[src/rtl/riscv_mem_pkg.sv]
// Shared memory-subsystem constants and the store-buffer entry type.
// Consumed by store_buffer and store_buffer_match.
package riscv_mem_pkg;

   localparam int SB_DEPTH    = 4;
   localparam int WORD_OFFSET = 2;
   localparam int XLEN        = 32;

   typedef struct packed {
      logic [XLEN-1:0] addr;
      logic [XLEN-1:0] data;
   } sb_entry_t;

endpackage

[src/rtl/store_buffer_match.sv]
// Word-granular load-address comparator across the valid store-buffer entries.
// With STORE_BUFFER_FWD_EN defined it also selects the youngest matching entry.
module store_buffer_match
   import riscv_mem_pkg::*;
#(
   parameter int DEPTH = SB_DEPTH,
   parameter int AW    = 32,
   parameter int PW    = $clog2(DEPTH)
) (
   input  logic [AW-1:0] entryAddr_i [DEPTH],
   input  logic [PW-1:0] rdPtr_i,
   input  logic [PW:0]   count_i,
   input  logic [AW-1:0] loadAddr_i,
`ifdef STORE_BUFFER_FWD_EN
   output logic [PW-1:0] hitIdx_o,
`endif
   output logic          hit_o
);

   logic [DEPTH-1:0] matchVec;

   // Walk entries by age from the head so only occupied slots can match.
   always_comb begin
      logic [PW-1:0] idx;
      idx      = '0;
      matchVec = '0;
      for (int k = 0; k < DEPTH; k++) begin
         idx = rdPtr_i + PW'(k);
         if ((PW+1)'(k) < count_i)
            matchVec[idx] = (entryAddr_i[idx][AW-1:WORD_OFFSET] == loadAddr_i[AW-1:WORD_OFFSET]);
      end
   end

   assign hit_o = |matchVec;

`ifdef STORE_BUFFER_FWD_EN
   // Later ages overwrite earlier ones, leaving the youngest match.
   always_comb begin
      logic [PW-1:0] idx;
      idx      = '0;
      hitIdx_o = '0;
      for (int k = 0; k < DEPTH; k++) begin
         idx = rdPtr_i + PW'(k);
         if (matchVec[idx])
            hitIdx_o = idx;
      end
   end
`endif

endmodule

[src/rtl/store_buffer.sv]
// FIFO store buffer between CPU and memory write port, with load-hazard handling.
// Define STORE_BUFFER_FWD_EN to forward pending store data instead of stalling loads.
module store_buffer
   import riscv_mem_pkg::*;
#(
   parameter int DEPTH = SB_DEPTH,
   parameter int AW    = 32,
   parameter int DW    = 32
) (
   input  logic          clk,
   input  logic          reset,
   input  logic          MemWrite,
   input  logic          MemRead,
   input  logic [AW-1:0] Mem_WrAddr,
   input  logic [DW-1:0] Mem_WrData,
   output logic [DW-1:0] ReadData,
   output logic          Stall,
   output logic          bus_wr_valid,
   input  logic          bus_wr_ready,
   output logic [AW-1:0] bus_wr_addr,
   output logic [DW-1:0] bus_wr_data,
   output logic [AW-1:0] bus_rd_addr,
   input  logic [DW-1:0] bus_rd_data
);

   localparam int PW = $clog2(DEPTH);

   logic [AW-1:0] addr_q [DEPTH];
   logic [DW-1:0] data_q [DEPTH];
   logic [PW-1:0] wrPtr_q, wrPtr_d, rdPtr_q, rdPtr_d;
   logic [PW:0]   count_q, count_d;
   logic          full, hit, push, pop;
`ifdef STORE_BUFFER_FWD_EN
   logic [PW-1:0] hitIdx;
`endif

   store_buffer_match #(.DEPTH(DEPTH), .AW(AW), .PW(PW)) u_match (
      .entryAddr_i (addr_q),
      .rdPtr_i     (rdPtr_q),
      .count_i     (count_q),
      .loadAddr_i  (Mem_WrAddr),
`ifdef STORE_BUFFER_FWD_EN
      .hitIdx_o    (hitIdx),
`endif
      .hit_o       (hit)
   );

   assign full         = (count_q == (PW+1)'(DEPTH));
   assign bus_wr_valid = !reset && (count_q != '0);
   assign bus_wr_addr  = addr_q[rdPtr_q];
   assign bus_wr_data  = data_q[rdPtr_q];
   assign bus_rd_addr  = Mem_WrAddr;

   // Reset masks stall and forwarding so the CPU sees plain memory while clearing.
   always_comb begin
      Stall    = 1'b0;
      ReadData = bus_rd_data;
      if (!reset) begin
         if (MemWrite && full)
            Stall = 1'b1;
`ifdef STORE_BUFFER_FWD_EN
         if (MemRead && hit)
            ReadData = data_q[hitIdx];
`else
         if (MemRead && hit)
            Stall = 1'b1;
`endif
      end
   end

   assign push = MemWrite && !Stall && !reset;
   assign pop  = bus_wr_valid && bus_wr_ready;

   always_comb begin
      wrPtr_d = wrPtr_q + PW'(push);
      rdPtr_d = rdPtr_q + PW'(pop);
      count_d = count_q + (PW+1)'(push) - (PW+1)'(pop);
   end

   always_ff @(posedge clk) begin
      if (reset) begin
         wrPtr_q <= '0;
         rdPtr_q <= '0;
         count_q <= '0;
      end else begin
         wrPtr_q <= wrPtr_d;
         rdPtr_q <= rdPtr_d;
         count_q <= count_d;
      end
   end

   // Entry storage needs no reset; occupancy is tracked by the pointers.
   always_ff @(posedge clk) begin
      if (push) begin
         addr_q[wrPtr_q] <= Mem_WrAddr;
         data_q[wrPtr_q] <= Mem_WrData;
      end
   end

endmodule
[config.mk]
export PLATFORM = sky130hd
export DESIGN_NAME = store_buffer
export DESIGN_NICKNAME = d
export VERILOG_FILES = /design/src/rtl/riscv_mem_pkg.sv /design/src/rtl/store_buffer_match.sv /design/src/rtl/store_buffer.sv
export SDC_FILE = /design/constraint.sdc
export NUM_CORES = 1
export LEC_CHECK = 0
export CELL_PAD_IN_SITES_DETAIL_PLACEMENT = 2
export CELL_PAD_IN_SITES_GLOBAL_PLACEMENT = 2
export CORE_MARGIN = 2
export CORE_UTILIZATION = 36
export CTS_CLUSTER_SIZE = 10
export DETAILED_ROUTE_END_ITERATION = 10
export PLACE_DENSITY = 0.84
export SYNTH_ARGS = -nofsm -noshare
export SYNTH_HDL_FRONTEND = slang
export SYNTH_SLANG_ARGS = --single-unit
[constraint.sdc]
create_clock -name clk -period 11.5 [get_ports clk]
set_input_delay 3.45 -clock clk [delete_from_list [all_inputs] [get_ports clk]]
set_output_delay 3.45 -clock clk [all_outputs]
set_load 0.005 [all_outputs]
## Word-level counts from Yosys, hierarchy flattened

Memories as Yosys holds them, arrays and structs flattened. A register that Yosys moved wholly into a read port is not among the register bits.
Cells that the tools add are included.

- Memory bits (writable): 128
- Input bits: 101
- Bits in registers: 135
- Memories kept: 1

Memory list:

| name | words | width | rd ports | clocked after memory_dff | write ports | line | RTL |
|---|---|---|---|---|---|---|---|
| data_q | 4 | 32 | 1 | 1 | 1 | store_buffer.sv:29 | `logic [DW-1:0] data_q [DEPTH];` |

- Bitwise gates (word level): 6
- Equality and inequality tests: 5
- Reductions and logical operators: 15
- Muxes and demuxes: 36
- Add/subtract/negate cells: 7
- Magnitude comparators: 18

Operators with widths:

| kind | number |
|---|---|
| $mux 32 | 9 |
| $bmux 32 s2 | 4 |
| $bwmux 128 | 1 |
| $eq 30x30->1 | 4 |
| $demux 32 s2 | 1 |
| $mux 4 | 4 |
| $ge 3x3->1 const B | 5 |
| $not 2->3 | 5 |
| $bwmux 4 | 3 |
| $lt 2x3->1 const B | 4 |
| $logic_and 1x1->1 | 11 |
| $mux 1 | 9 |
| $demux 1 s2 | 4 |
| $ge 2x1->1 const B | 4 |
| $lt 1x3->1 const A | 2 |
| $lt 2x3->1 const A | 2 |
| $add 2x1->2 | 2 |
| $add 2x2->2 const B | 2 |
| $and 4x4->4 | 1 |
| $reduce_or 4->1 | 1 |
| $add 3x1->3 | 1 |
| $eq 3x3->1 const B | 1 |
| $lt 3x1->1 const B | 1 |
| $reduce_bool 3->1 | 1 |
| 4 further kinds | 5 |

## Longest topological paths before layout

- Word-level depth: 22
- Gate-level depth with buffers: 24

## Cells and area by module

Synthesis repeated with hierarchy kept, for this count alone.

- Cells, all modules: 831
- Area, all modules: 14861.8 um2

Modules (own cells, without submodules):

| module | area an instance (um2) | times used | sequential area each (um2) | cells each |
|---|---|---|---|---|
| store_buffer | 10204.8 | 1 | 7827.5 | 443 |
| store_buffer_match | 4657.0 | 1 | 0.0 | 388 |

## Worst setup path after synthesis

OpenSTA, ideal clock, no wires.

- Kind: input -> register
- Start point: input Mem_WrAddr[24]
- End point: register addr_q[64] (netlist name) (enable)
- Library setup time: 0.666 ns
- Stages on the path: 8
- Setup slack: -0.513 ns
- Data arrival time: 11.347 ns
- Path buffers: 1
- Path through: buf_1 > o32a_1 > o2111a_1 > nand4_1 > or4_4 > o2111ai_2 > o31a_2 > nor4b_1

- Cells in the longest elaborated chain, start to end: 16
- Elaborated cells on any way between the ends: 19
- Classes of those cells: 4 x eq/ne; 9 x mux; 1 x bitwise; 5 x reduce/logical

Ends and longest elaborated chain:

| element | line | RTL |
|---|---|---|
| from (decl) | store_buffer.sv:14 | `input logic [AW-1:0] Mem_WrAddr,` |
| $eq 30x30->1 | store_buffer_match.sv:30 | `matchVec[idx] = (entryAddr_i[idx][AW-1:WORD_OFFSET] == loadAddr_i[AW-1:WORD_OFFSET]);` |
| $and 4x4->4 (no source line) | - |  |
| $mux 4 | store_buffer_match.sv:29 | `if ((PW+1)'(k) < count_i)` |
| $bwmux 4 | store_buffer_match.sv:30 |  |
| $mux 4 | store_buffer_match.sv:29 |  |
| $bwmux 4 | store_buffer_match.sv:30 |  |
| $mux 4 | store_buffer_match.sv:29 |  |
| $bwmux 4 | store_buffer_match.sv:30 |  |
| $mux 4 * | store_buffer_match.sv:29 |  |
| $reduce_or 4->1 * | store_buffer_match.sv:34 | `assign hit_o = \|matchVec;` |
| $logic_and 1x1->1 * | store_buffer.sv:65 | `if (MemRead && hit)` |
| $mux 1 * | store_buffer.sv:65 |  |
| $mux 1 * | store_buffer.sv:58 | `if (!reset) begin` |
| $logic_not 1->1 * | store_buffer.sv:71 | `assign push = MemWrite && !Stall && !reset;` |
| $logic_and 1x1->1 * (2 in series) | store_buffer.sv:71 |  |
| to (signal, indexed assignment) | store_buffer.sv:95 | `addr_q[wrPtr_q] <= Mem_WrAddr;` |
| to (decl) | store_buffer.sv:28 | `logic [AW-1:0] addr_q [DEPTH];` |

Mark *: on every way between the ends. The rest lies on a longest branch, timed or not.
A chain may end at the register's enable or synchronous reset.

## Worst setup path after layout

- Start point: input Mem_WrAddr[17]
- End point: output Stall

- Cells in the longest elaborated chain, start to end: 13
- Elaborated cells on any way between the ends: 16
- Classes of those cells: 4 x eq/ne; 9 x mux; 1 x bitwise; 2 x reduce/logical

Ends and longest elaborated chain:

| element | line | RTL |
|---|---|---|
| $eq 30x30->1 | store_buffer_match.sv:30 |  |
| $and 4x4->4 (no source line) | - |  |
| $mux 4 | store_buffer_match.sv:29 |  |
| $bwmux 4 | store_buffer_match.sv:30 |  |
| $mux 4 | store_buffer_match.sv:29 |  |
| $bwmux 4 | store_buffer_match.sv:30 |  |
| $mux 4 | store_buffer_match.sv:29 |  |
| $bwmux 4 | store_buffer_match.sv:30 |  |
| $mux 4 * | store_buffer_match.sv:29 |  |
| $reduce_or 4->1 * | store_buffer_match.sv:34 |  |
| $logic_and 1x1->1 * | store_buffer.sv:65 |  |
| $mux 1 * | store_buffer.sv:65 |  |
| $mux 1 * | store_buffer.sv:58 |  |
| to (decl) | store_buffer.sv:17 | `output logic Stall,` |

Marked as above.

==> metrics list <==
* Worst IR Drop VDD: 0.000129 V
- For this run, the leading register cell type out of synthesis is sky130_fd_sc_hd__edfxtp_1.
- Setup Slack @ Placement: 1260 ps
- Static leakage power: 5.02 nW
- In the detailed route, the total length drawn on met2 is 18400 µm.
- Largest net degree at the start of global routing: 64
* Endpoint kind of the worst setup timing path: primary output
- Number of global-route vias before repair: 8812
* Total number of nets in the final design: 1034
- Once detail routing completed, the nets flagged for antenna violations numbered 0.
- The most numerous cell type found on the critical path is sky130_fd_sc_hd__clkdlybuf4s50_1.
- Kind of start point of the critical path: primary input
- Number of inserted diodes: 0
- The smallest clock period supported by the final layout is computed as 10170 ps.
* Wire length per cell after detailed routing: 26.3 µm
* Worst hold path depth: 2
- Sequential cell area in the final layout: 7840 µm²
- From bottom edge to top edge, the die measures 203 µm.
- In the final routing, the length of wire on met1 measures 15400 µm.
- Metal3 WL: 2830 µm
- Gpl congestion: 0.772
- The critical path in this run is classified as in -> out.
- Area of combinational cells with multiple inputs: 5610 µm²
* Worst endpoint required time: 8050 ps
- Detailed placement ended at an HPWL of 25800 µm.
- Overflow left after global routing: 0
- Cells taking the most area after synthesis: sky130_fd_sc_hd__edfxtp_1 (54%), sky130_fd_sc_hd__mux4_2 (22%), sky130_fd_sc_hd__xnor2_1 (5.6%)
- Floorplan core area: 39500 µm²
* Upper clock frequency limit: 0.0983 GHz
- Library cells used by synthesis: 51
- Peak per-stage delay on the critical path: 730 ps
* Finished Core Util: 42.4%
* Leading cell types by count after synthesis: sky130_fd_sc_hd__edfxtp_1 (256), sky130_fd_sc_hd__mux4_2 (137), sky130_fd_sc_hd__xnor2_1 (91)
- The worst hold path belongs to the class reg -> reg.
* CTS tree: done
- For the pin with the worst max-slew slack, the measured transition is 1010 ps.
- Post-layout power: 2.77 mW
- Worst r2r path cells: 12
- Worst r2r dst: data_q[3][29]
* Critical path peak fanout: 10
* CP bufs+invs: 2
- Post-cts resize count: 0
* Family of cells with the greatest summed delay on the critical path: buffers and inverters
- Max layer used: met4
- Final-report setup violation count: 0
- Across all setup checks in the final design, the least slack found is 1330 ps.
* Largest buffer count on any clock path: 3
* Standard-cell row count: 73
- Dividing the final minimum period by the clock period gives 88.4%.
* Ratio of cells with drive above 1 in the final layout: 21.1%
* Total negative slack: 0 ps
- Sequential area share after synthesis: 54.7%
* Boundary Pins: 231
- For the final database, setup skew stands at 12.9 ps.
- Die boundary width: 203 µm
- Number of H-tree branching levels: 1
* Number of filler cells placed in the layout: 3736
- Once the clock tree was built, the setup fixing pass inserted 0 buffers.
- Number of design rule violations left after detail routing: 0
- Setup repair after global routing left no endpoint under its margin.
- Share of flip-flops with an asynchronous set or reset: 0%
* Number of warnings issued by yosys: 0
- EDFF count, synth: 256
* Die area: 41300 µm²
- For this block, the routed nets add up to 38200 µm of wire.
* Clock sink total: 263
- The max-slew violation count is 0.
- The pre-antenna-repair detailed-routing pass consisted of 5 iterations.
- Synth top area share: 53.8%
* Initial DRC Count: 494
* Routed vias: 7983
- Root buffer cell: sky130_fd_sc_hd__clkbuf_16
* Cell-by-cell trace of the critical path: clkdlybuf4s50_1 -> xor2_1 -> nor4_1 -> nand4_1 -> or4_4 -> o2111ai_2 -> o31ai_1 -> a21oi_1 -> clkdlybuf4s50_1
- Max-cap violations in this run came to 0.
- Average cell area after synthesis: 17.4 µm²
- From synthesis to final layout, the design area changed by 17.1%.
- Leading cell type by number of instances after synthesis: sky130_fd_sc_hd__edfxtp_1
- Outcome: completed
* Post-Synthesis Cells: 824
- The number of failing hold endpoints at the final stage is 0.
- Reg-to-reg setup timing slack: 4510 ps
* Synthesized Nets: 939
- In this run the tool buffered the top-level ports with 166 buffer cells.
- At the worst endpoint, the arrival time is 6720 ps.
* GRT Util Overall: 18.5%
* Total clock buffers created by CTS: 31
* Power density over the cells: 165 nW/µm²
* Hold Slack: 651 ps
- Post-Synthesis Cell Area: 14300 µm²
- The initial utilization of the core area, before any placement, comes to 36.2%.
- Max-slew headroom: 32.5%
- The biggest area contributor in the post-synthesis netlist is sky130_fd_sc_hd__edfxtp_1.
* Startpoint of the worst-slack reg-to-reg timing path: rdPtr_q[0]
* Antenna violations before repair: 0
- Wire length of the first global-routing pass: 57000 µm
- The slowest stage of the critical path is the sky130_fd_sc_hd__clkdlybuf4s50_1 cell.
- The path with the worst hold slack has its endpoint at wrPtr_q[1].
- Via density per instance: 5.50
* Clock slew at reported path FFs: 60 ps
- The synthesized design contains 263 register bits.
- The later pin in the worst-skew pair is clocked with a latency of 590 ps.
- Min-Delay Startpoint: wrPtr_q[1]
* CTS hold repair buffers: 0
-- worst reg2reg max path: stages (launching register included) --
cell and delay [ps]:
sky130_fd_sc_hd__dfxtp_4 950, sky130_fd_sc_hd__inv_1 680, sky130_fd_sc_hd__ha_4 1000, sky130_fd_sc_hd__buf_4 500
sky130_fd_sc_hd__mux4_2 570, sky130_fd_sc_hd__xnor2_1 180, sky130_fd_sc_hd__nand4_1 200, sky130_fd_sc_hd__nor2_1 100
sky130_fd_sc_hd__nand4_1 120, sky130_fd_sc_hd__o2111ai_2 150, sky130_fd_sc_hd__o31a_2 390, sky130_fd_sc_hd__nor3_2 840
sky130_fd_sc_hd__buf_4 850
-- registers in the layout, indices dropped and copies added (netlist names) --
register	flops
rdPtr_q	2
data_q	128
wrPtr_q	2
count_q	3
addr_q	128
-- cell families (layout without fill, tap and decap cells) --
family                     Yosys count  count (layout)  synth area share (%)
buffers and inverters              125             227                  6.25
and+or+nand+nor                     90              90                  3.52
AOI/OAI and AO/OA                   36              36                  1.79
DFF                                263             263                  54.7
adders and majority gates           14              14                  1.28
muxes                              171             171                  24.8
xor gates and xnor gates           125             125                  7.66
-- per-layer routing --
layer  track usage [%]  up-vias
met4              7.30        0
met1              24.0     4202
met3              4.22       76
met5                 0        -
li1                  -     3446
met2              30.2      259
-- worst max path at each step --
stage	startpoint	endpoint	slack (ps)	cells after the start
after floorplan	Mem_WrAddr[24]	addr_q[64]	-510	8
after global placement	Mem_WrAddr[17]	Stall	1310	9
after detailed placement	Mem_WrAddr[17]	Stall	1260	9
after CTS	Mem_WrAddr[17]	Stall	1250	9
after global routing	Mem_WrAddr[17]	Stall	1130	9
final	Mem_WrAddr[17]	Stall	1330	9
-- report_power, final --
part           internal, mW  switching, mW  total, mW
logic                 0.394          0.355      0.749
clock network         0.501          0.375      0.876
registers              1.10         0.0463       1.14
total                  1.99          0.776       2.77
-- cells in the final DEF, fill, tap and decap left out, drive strengths merged, types with 7 or more instances in the layout --
master / instances
edfxtp: 256
clkdlybuf4s50: 166
mux4: 144
xnor2: 91
xor2: 34
clkbuf: 34
mux2i: 26
nand4: 26
nor2: 14
ha: 13
buf: 11
inv: 11
nand2: 10
a21oi: 8
nand3: 8
nor4: 8
nand2b: 7
o21ai: 7
dfxtp: 7
-- cell type report --
cell class                      count  area share (%)
Clock buffer                       34            4.70
Timing Repair Buffer              177            10.4
Tap cell                          525            3.92
Inverter                           10           0.224
Clock inverter                      6           0.404
Multi-Input combinational cell    436            33.5
Sequential cell                   263            46.8
-- per-stage QoR --
step | cell area [µm²] | std cells
2_1_floorplan | 14300 | 824
3_3_place_gp | 15900 | 1411
3_5_place_dp | 15900 | 1411
4_1_cts | 16700 | 1451
5_1_grt | 16700 | 1451
6_report | 16700 | 1451
No activity file was read; power rests on OpenSTA's default activity.
